## config.mk

```make
export PLATFORM = sky130hd
export DESIGN_NAME = inst_fetch_flat
export DESIGN_NICKNAME = d
export VERILOG_FILES = /design/src/rtl/inst_fetch_if.sv /design/src/rtl/inst_fetch.sv /design/src/flat_wrapper.sv
export SDC_FILE = /design/constraint.sdc
export NUM_CORES = 1
export LEC_CHECK = 0
export BUFFER_PORTS_ARGS = -buffer_cell sky130_fd_sc_hd__buf_2
export CAP_MARGIN = 20
export CORE_UTILIZATION = 50
export CTS_BUF_LIST = sky130_fd_sc_hd__clkbuf_8 sky130_fd_sc_hd__clkbuf_16
export DETAILED_ROUTE_END_ITERATION = 10
export PLACE_DENSITY = 0.77
export SKIP_CTS_REPAIR_TIMING = 1
export SLEW_MARGIN = 25
export SYNTH_ARGS = -nofsm -noshare
export SYNTH_HDL_FRONTEND = slang
export SYNTH_SLANG_ARGS = --single-unit
```

## constraint.sdc

```tcl
create_clock -name clk -period 5.42 [get_ports clk]
set_input_delay 0.271 -clock clk [delete_from_list [all_inputs] [get_ports clk]]
set_output_delay 0.271 -clock clk [all_outputs]
set_load 0.01 [all_outputs]
```

## src/rtl/inst_fetch_if.sv

```systemverilog
// -----------------------------------------------------------------------------
// inst_fetch_if
//
// Read port between the instruction fetch stage and the memory controller.
// The fetch stage raises mem_req with a stable mem_addr. The controller
// answers with a one-cycle mem_done pulse and mem_data on the same cycle.
//
// Signals:
//   mem_req   fetch -> mem   read request, held until the mem_done edge
//   mem_addr  fetch -> mem   word address, stable while mem_req is high
//   mem_data  mem -> fetch   read data, valid while mem_done is high
//   mem_done  mem -> fetch   one-cycle completion pulse
//
// Modports:
//   master  fetch-stage side
//   slave   memory-controller side
// -----------------------------------------------------------------------------
interface inst_fetch_if;
  logic        mem_req;
  logic [31:0] mem_addr;
  logic [31:0] mem_data;
  logic        mem_done;

  modport master (
    output mem_req,
    output mem_addr,
    input  mem_data,
    input  mem_done
  );

  modport slave (
    input  mem_req,
    input  mem_addr,
    output mem_data,
    output mem_done
  );
endinterface

```

## src/rtl/inst_fetch.sv

```systemverilog
// -----------------------------------------------------------------------------
// inst_fetch
//
// Instruction fetch stage. It keeps the architectural PC and reads 32-bit
// instruction words through the memory-controller read port. Each word is
// presented to decode on inst/pc_val until decode accepts it with id_done.
// A jump or branch taken in execute (jump_en) redirects the PC. It also
// squashes whatever is currently fetched or in flight.
//
// Optional feature: define ICACHE_EN to put a direct-mapped, one-word-per-line
// instruction cache in front of the memory port. If ICACHE_EN is not defined,
// the cache has no storage and every fetch goes to memory.
//
// Parameters:
//   PC_RESET          PC loaded on reset
//   ICACHE_LOG_LINES  log2 of the cache line count (ICACHE_EN builds only)
//
// Ports:
//   clk          clock
//   rst          synchronous, active-high reset
//   rdy          global enable; when low, every register holds its value
//   inst         instruction to decode; 0 means no valid instruction
//   pc_val       PC of inst
//   id_done      one-cycle pulse: decode consumed inst
//   jump_en      one-cycle pulse: redirect to jump_target
//   jump_target  word-aligned redirect PC
//   mem          memory read port (mem_req/mem_addr/mem_data/mem_done)
// -----------------------------------------------------------------------------
module inst_fetch #(
  parameter logic [31:0]  PC_RESET         = 32'h0,
  parameter int unsigned  ICACHE_LOG_LINES = 6
) (
  input  logic                clk,
  input  logic                rst,
  input  logic                rdy,
  output logic [31:0]         inst,
  output logic [31:0]         pc_val,
  input  logic                id_done,
  input  logic                jump_en,
  input  logic [31:0]         jump_target,
  inst_fetch_if.master        mem
);

  // ISSUE : start a fetch of pc (or take a cache hit)
  // FETCH : request outstanding, waiting for mem_done
  // HOLD  : inst valid, waiting for decode to accept it
  typedef enum logic [1:0] {
    ST_ISSUE = 2'd0,
    ST_FETCH = 2'd1,
    ST_HOLD  = 2'd2
  } fetch_state_e;

  fetch_state_e state;
  logic [31:0]  pc;
  // Set when a jump lands while a request is in flight. That request must
  // still finish, because the controller cannot cancel it. Its data is
  // discarded.
  logic         flush;

  logic         hit;
  logic [31:0]  hit_data;

`ifdef ICACHE_EN
  // ---------------------------------------------------------------------------
  // Direct-mapped cache with one 32-bit word per line.
  // index = pc[ICACHE_LOG_LINES+1:2]; tag = pc[31:ICACHE_LOG_LINES+2].
  // ---------------------------------------------------------------------------
  localparam int unsigned LINES = 1 << ICACHE_LOG_LINES;
  localparam int unsigned TAG_W = 30 - ICACHE_LOG_LINES;

  logic [LINES-1:0]            line_valid;
  logic [TAG_W-1:0]            line_tag  [LINES];
  logic [31:0]                 line_data [LINES];

  logic [ICACHE_LOG_LINES-1:0] line_idx;
  logic [TAG_W-1:0]            line_tag_pc;
  logic                        fill_en;

  assign line_idx    = pc[ICACHE_LOG_LINES+1:2];
  assign line_tag_pc = pc[31:ICACHE_LOG_LINES+2];
  assign hit         = line_valid[line_idx] && (line_tag[line_idx] == line_tag_pc);
  assign hit_data    = line_data[line_idx];

  // A fetch that completes without a pending flush fills the line. The
  // fill uses the PC the request was made for, so the line is correct
  // even when a jump arrives on the same edge.
  assign fill_en = rdy && (state == ST_FETCH) && mem.mem_done && !flush;

  always_ff @(posedge clk) begin
    if (rst) begin
      line_valid <= '0;
    end else if (fill_en) begin
      line_valid[line_idx] <= 1'b1;
    end
  end

  // NOTE: the tag/data arrays have no reset. Only the valid bits must start
  // cleared. Leaving the arrays unreset lets them map onto plain RAM.
  always_ff @(posedge clk) begin
    if (!rst && fill_en) begin
      line_tag[line_idx]  <= line_tag_pc;
      line_data[line_idx] <= mem.mem_data;
    end
  end
`else
  // No cache: every ISSUE goes to memory. The line-count parameter has no
  // effect in this build, so it is folded into a dead net here.
  logic [31:0] unused_icache_cfg;
  assign unused_icache_cfg = ICACHE_LOG_LINES;
  assign hit      = 1'b0;
  assign hit_data = '0;
`endif

  // ---------------------------------------------------------------------------
  // Fetch FSM. All outputs are registered. In every state a jump overrides
  // the normal next-PC choice, and the jump wins over id_done.
  // ---------------------------------------------------------------------------
  // NOTE: every register here is assigned with <=. All branches then read
  // the pre-edge values of pc/flush/state. This keeps the jump-overrides
  // pattern in FETCH order-independent.
  always_ff @(posedge clk) begin
    if (rst) begin
      state        <= ST_ISSUE;
      pc           <= PC_RESET;
      flush        <= 1'b0;
      inst         <= '0;
      pc_val       <= '0;
      mem.mem_req  <= 1'b0;
      mem.mem_addr <= '0;
    end else if (rdy) begin
      unique case (state)
        ST_ISSUE: begin
          if (jump_en) begin
            // Redirect before any request leaves. The next ISSUE uses the
            // new PC.
            pc   <= jump_target;
            inst <= '0;
          end else if (hit) begin
            inst   <= hit_data;
            pc_val <= pc;
            state  <= ST_HOLD;
          end else begin
            mem.mem_req  <= 1'b1;
            mem.mem_addr <= pc;
            state        <= ST_FETCH;
          end
        end

        ST_FETCH: begin
          if (mem.mem_done) begin
            mem.mem_req <= 1'b0;
            if (flush || jump_en) begin
              flush <= 1'b0;
              state <= ST_ISSUE;
            end else begin
              inst   <= mem.mem_data;
              pc_val <= pc;
              state  <= ST_HOLD;
            end
          end else if (jump_en) begin
            flush <= 1'b1;
          end
          if (jump_en) begin
            pc   <= jump_target;
            inst <= '0;
          end
        end

        ST_HOLD: begin
          if (jump_en) begin
            pc    <= jump_target;
            inst  <= '0;
            state <= ST_ISSUE;
          end else if (id_done) begin
            inst  <= '0;
            pc    <= pc + 32'd4;
            state <= ST_ISSUE;
          end
        end

        default: state <= ST_ISSUE;
      endcase
    end
  end

endmodule

```

## src/flat_wrapper.sv

```systemverilog
// flat-port wrapper written by rule: the top's interface ports become plain ports
module inst_fetch_flat 
#(
  parameter logic [31:0]  PC_RESET         = 32'h0,
  parameter int unsigned  ICACHE_LOG_LINES = 6
)
  (clk, rst, rdy, inst, pc_val, id_done, jump_en, jump_target, mem_mem_req, mem_mem_addr, mem_mem_data, mem_mem_done);
  inst_fetch_if mem_i ();
  input  logic clk;
  input  logic rst;
  input  logic rdy;
  output logic [31:0] inst;
  output logic [31:0] pc_val;
  input  logic id_done;
  input  logic jump_en;
  input  logic [31:0] jump_target;
  output wire logic [$bits(mem_i.mem_req)-1:0] mem_mem_req;
  output wire logic [$bits(mem_i.mem_addr)-1:0] mem_mem_addr;
  input wire logic [$bits(mem_i.mem_data)-1:0] mem_mem_data;
  input wire logic [$bits(mem_i.mem_done)-1:0] mem_mem_done;
  assign mem_mem_req = mem_i.mem_req;
  assign mem_mem_addr = mem_i.mem_addr;
  assign mem_i.mem_data = mem_mem_data;
  assign mem_i.mem_done = mem_mem_done;
  inst_fetch #(.PC_RESET(PC_RESET), .ICACHE_LOG_LINES(ICACHE_LOG_LINES)) u_core (.clk(clk), .rst(rst), .rdy(rdy), .inst(inst), .pc_val(pc_val), .id_done(id_done), .jump_en(jump_en), .jump_target(jump_target), .mem(mem_i));
endmodule
```

* Word-level counts from Yosys, hierarchy flattened
Index checks and enable logic that the tools add are counted. Widths: inputs -> output; s select.
Cells by class: add/subtract/negate cells 1, equal/unequal tests 10, muxes and demuxes 23, bitwise operators 2, reductions and logical operators 14
Operators by type and width (number):
- $mux 32 | 9
- $pmux 32 s3 | 1
- $pmux 32 s2 | 1
- $add 32x3->32 const B | 1
- $reduce_and 4->1 | 5
- $mux 2 | 5
- $ne 3x3->1 const B | 3
- $ne 2x2->1 const B | 3
- $pmux 2 s3 | 1
- $reduce_and 6->1 | 1
- $reduce_bool 2->1 | 3
- $mux 1 | 5
- $ne 2x1->1 const B | 2
- $reduce_and 3->1 | 1
- $reduce_bool 3->1 | 1
- $eq 2x1->1 const B | 1
- $eq 2x2->1 const B | 1
- $logic_not 2->1 | 1
- $not 1->1 | 2
- $pmux 1 s2 | 1
- $reduce_or 2->1 | 1
- $logic_or 1x1->1 | 1
Word-level totals: bits in registers 132, input port bits 70, output and inout port bits 97, logic and storage cells 57

* Depth between registers and ports, before layout
word-level depth 5, gate-level depth with buffers 10, mapped depth without buffers 7

* Worst setup path after synthesis
OpenSTA, ideal clock, no wires.
path kind flip-flop to flip-flop, start point register u_core.state[0], end point register u_core.pc[24], setup time 79 ps, arrival 2082 ps, required time 5341 ps, path slack 3259 ps, cell stages (with the launch flop) 9, buffers on the path 1, period minus slack after synthesis 2161 ps, path through dfxtp_1 > inv_1 > ha_1 > nand2b_4 > or4_1 > clkbuf_2 > or2_1 > or4_1 > o211ai_1
On the way: longest elaborated chain between the ends 4, elaborated cells between the ends (all ways) 9, classes of those cells 4 x eq/ne; 1 x mux; 4 x reduce/logical
Ends and longest elaborated chain:
- from (decl) | RTL line inst_fetch.sv:53 | fetch_state_e state;
- from (signal assigned) | RTL line inst_fetch.sv:123 | state <= ST_ISSUE;
- from (signal assigned) | RTL line inst_fetch.sv:141 | state <= ST_HOLD;
- from (signal assigned) | RTL line inst_fetch.sv:145 | state <= ST_FETCH;
- $eq 2x1->1 / $logic_not 2->1 (equally long branches) | RTL line inst_fetch.sv:131 | unique case (state)
- $reduce_or 2->1 (no source line)
- $ne 2x1->1 (no source line) / $reduce_bool 2->1 (equally long branches)
- $reduce_and 4->1 (no source line)
- to (signal assigned) | RTL line inst_fetch.sv:136 | pc <= jump_target;
- to (signal assigned) | RTL line inst_fetch.sv:164 | pc <= jump_target;
- to (signal assigned) | RTL line inst_fetch.sv:171 | pc <= jump_target;
- to (decl) | RTL line inst_fetch.sv:54 | logic [31:0] pc;
Parallel ways exist; a longest one is shown, timed or not. A chain may end at the register's enable or synchronous reset.

* Worst setup path in the final report
Same ends and word-level chain as after synthesis.

==> impl_metrics.ini <==
[outcome]
outcome = finished, final reports clean

[detailed_routing]
postRouteAntennaNets = 0
vias = 5893
remaining_drc_errors = 0
firstDrtPassIters = 5
wirelength_mm = 15.95
drt_iter0_drc = 426
wl_per_cell_um = 15.26
vias_per_cell = 5.639

[sta]
min_period_over_period = 0.5091
fin_ws_ns = 2.661
slew_viol_final = 0
fin_skew_ns = 0.006396
tightestPinTransition_ns = 0.9758
hold_viol_final = 0
rsz0062_at_grt = false
fmax_mhz = 362.4
fin_tns_setup_ns = 0
period_minus_slack_ns = 2.759
final-setup-viol-count = 0
relSlewSlack = 0.3495

[worst_setup_path]
r2r_cells = 7
required_ns = 5.76
crit_path_start_kind = flop
crit_top_cell = or4_1
critPathMaxFanout = 50
crit_arrival_ns = 3.10
cp_cell_sequence = inv_1 > ha_1 > nand2b_4 > or4_1 > or2_1 > or4_1 > o211ai_1
slowest_stage = or4_1
worstSetupPathType = flop to flop
setup.worst_path.end_class = flop
max_stage_delay_ns = 0.74

[final_layout]
fin_nets = 962
fin_util = 0.6407
layout-drive-gt1-share = 0.2442
areaGrowthSynthToFinish_pct = 24.94

[logic_synthesis]
ys_top_cells_by_area = dfxtp_1 45%, a21oi_1 12%, nand2_1 11%
synth_top_area_cell = dfxtp_1
async_reset_ff_frac = 0
syn-mean-instance-area_um2 = 7.642
yosysTopAreaCellShare = 0.4532
syn-num-nets = 837
yosysMostFrequentCell = nand2_1
netlist_area_um2 = 5831
synth_edf_count = 0
postSynthCellCount = 763
yosysUniqueCellTypes = 54
ys_seq_area_frac = 0.4532
synth_commonest_cells = 176 x nand2_1, 135 x a21oi_1, 132 x dfxtp_1
ys.flop_type = dfxtp_1
yosysWarnings = 0
ys_seq_elements = 132

[cts]
cts_sinks = 132
cts.path.max_buffers = 2
insertion_delay_ns = 0.42
numCtsBuffers = 17
clk_pin_slew_ns = 0.06
clock-root-buffer = clkbuf_16
cts_tree = yes
cts_max_level = 4

[power_and_ir_drop]
power_mw = 2.443
power.density_nw_per_um2 = 335.4
leakage_nw = 2.920
ir_drop_uv = 387.2

[floorplanning]
die_w_um = 110.0
dieArea_um2 = 12100
start_util = 0.5128
row_count = 39
die_h_um = 110.0
core_area_um2 = 11370
ioPinCount = 167

[hold_path]
hold_path_depth = 3
hold_path.class = input pin to flop

[global_routing]
grt_usage = 0.2708
antenna_found_initial = 1
grt.overflow.total = 0
grt_max_degree = 106
grt_pass1_wl_mm = 25.19
grt_pass1_vias = 5166

[place]
gp_congestion = 0.8271
post-place-ws_ns = 2.706
dp_hpwl_mm = 10.28
portBuffers = 166

[flow_run]
maxCapViolCount = 0
registers in the layout, summed over array words and instances, names as in the netlist:
| name | count |
|---|---|
| u_core.inst | 32 |
| u_core.pc_val | 32 |
| u_core.pc | 32 |
| u_core.state | 2 |
| u_core.mem.mem_addr | 32 |
| u_core.mem.mem_req | 1 |
| u_core.flush | 1 |
metal layers:
layer	routed length (µm)	vias up	part of all wire	GRT usage
met2	7401	241	0.46	0.4219
met1	6939	2735	0.44	0.3461
met4	283	0	0.018	0.1057
li1	-	2891	-	-
met5	0	-	0	0
met3	1325	26	0.083	0.08877
worst max-delay path, delay by kind of cell (launching register included):
| family | cells | cell delay (ns) |
|---|---|---|
| compound gates | 1 | 0.10 |
| fa+ha+maj | 1 | 0.28 |
| buf+inv | 1 | 0.10 |
| flops | 1 | 0.33 |
| simple gates | 4 | 1.87 |
final timing paths:
path | from | endpoint | slack (ns)
worst min-delay path | mem_mem_data[28] | u_core.inst[28] | 0.10
worst max-delay path | u_core.state[0] | u_core.pc[24] | 2.66
worst max register to register | u_core.state[0] | u_core.pc[24] | 2.66
worst min register to register | u_core.pc_val[27] | u_core.pc_val[27] | 0.45
cells in the final DEF, fill, tap and decap left out, types with 3 or more instances in the layout:
cell	n
or4_1	6
buf_4	11
a21oi_1	135
nand4_1	6
clkinv_2	4
o31ai_1	3
buf_2	165
nor3_1	13
and4_1	4
a211oi_1	6
a31oi_1	8
o211ai_1	7
dfxtp_1	132
and3_1	6
nand2b_1	38
clkbuf_16	17
nor2_1	12
nand3_1	57
mux2i_1	3
nor4_1	3
and2_1	3
ha_1	4
or3_1	9
bufinv_16	4
a21o_1	4
clkbuf_8	5
inv_1	6
nand2_1	176
o21ai_0	19
metrics by stage:
| stage | area [µm²] | hold WS, ns | instances |
|---|---|---|---|
| 3_3_place_gp | 6630 | 0.4393 | 1012 |
| 2_1_floorplan | 5831 | 0.4229 | 763 |
| 5_1_grt | 7282 | 0.09559 | 1044 |
| 4_1_cts | 7278 | 0.08784 | 1044 |
| 3_5_place_dp | 6633 | 0.4430 | 1012 |
| 6_report | 7284 | 0.1014 | 1045 |
cells by family after synthesis:
family                     share of synthesized area
muxes                                       0.005150
AOI/OAI and AO/OA                             0.1931
and+or+nand+nor                               0.2856
buffers and inverters                        0.05429
adders and majority gates                   0.008584
DFF                                           0.4532
layout make-up:
type                            instances  area, µm²
Antenna cell                            1      2.502
Clock buffer                           22      494.2
Clock inverter                         10      151.4
Fill cell                            1019       4085
Inverter                                5      18.77
Multi-Input combinational cell        555       2877
Sequential cell                       132       2643
Tap cell                              143      178.9
Timing Repair Buffer                  177      919.6
report_power, final:
part	leakage (nW)	switching, mW	total [mW]	internal [mW]
registers	1.07	0.0312	1.03	0.995
clock network	0.323	0.415	1.24	0.825
logic	1.53	0.107	0.176	0.0692
total	2.92	0.553	2.44	1.89
Power figures use the tool's default switching activity.
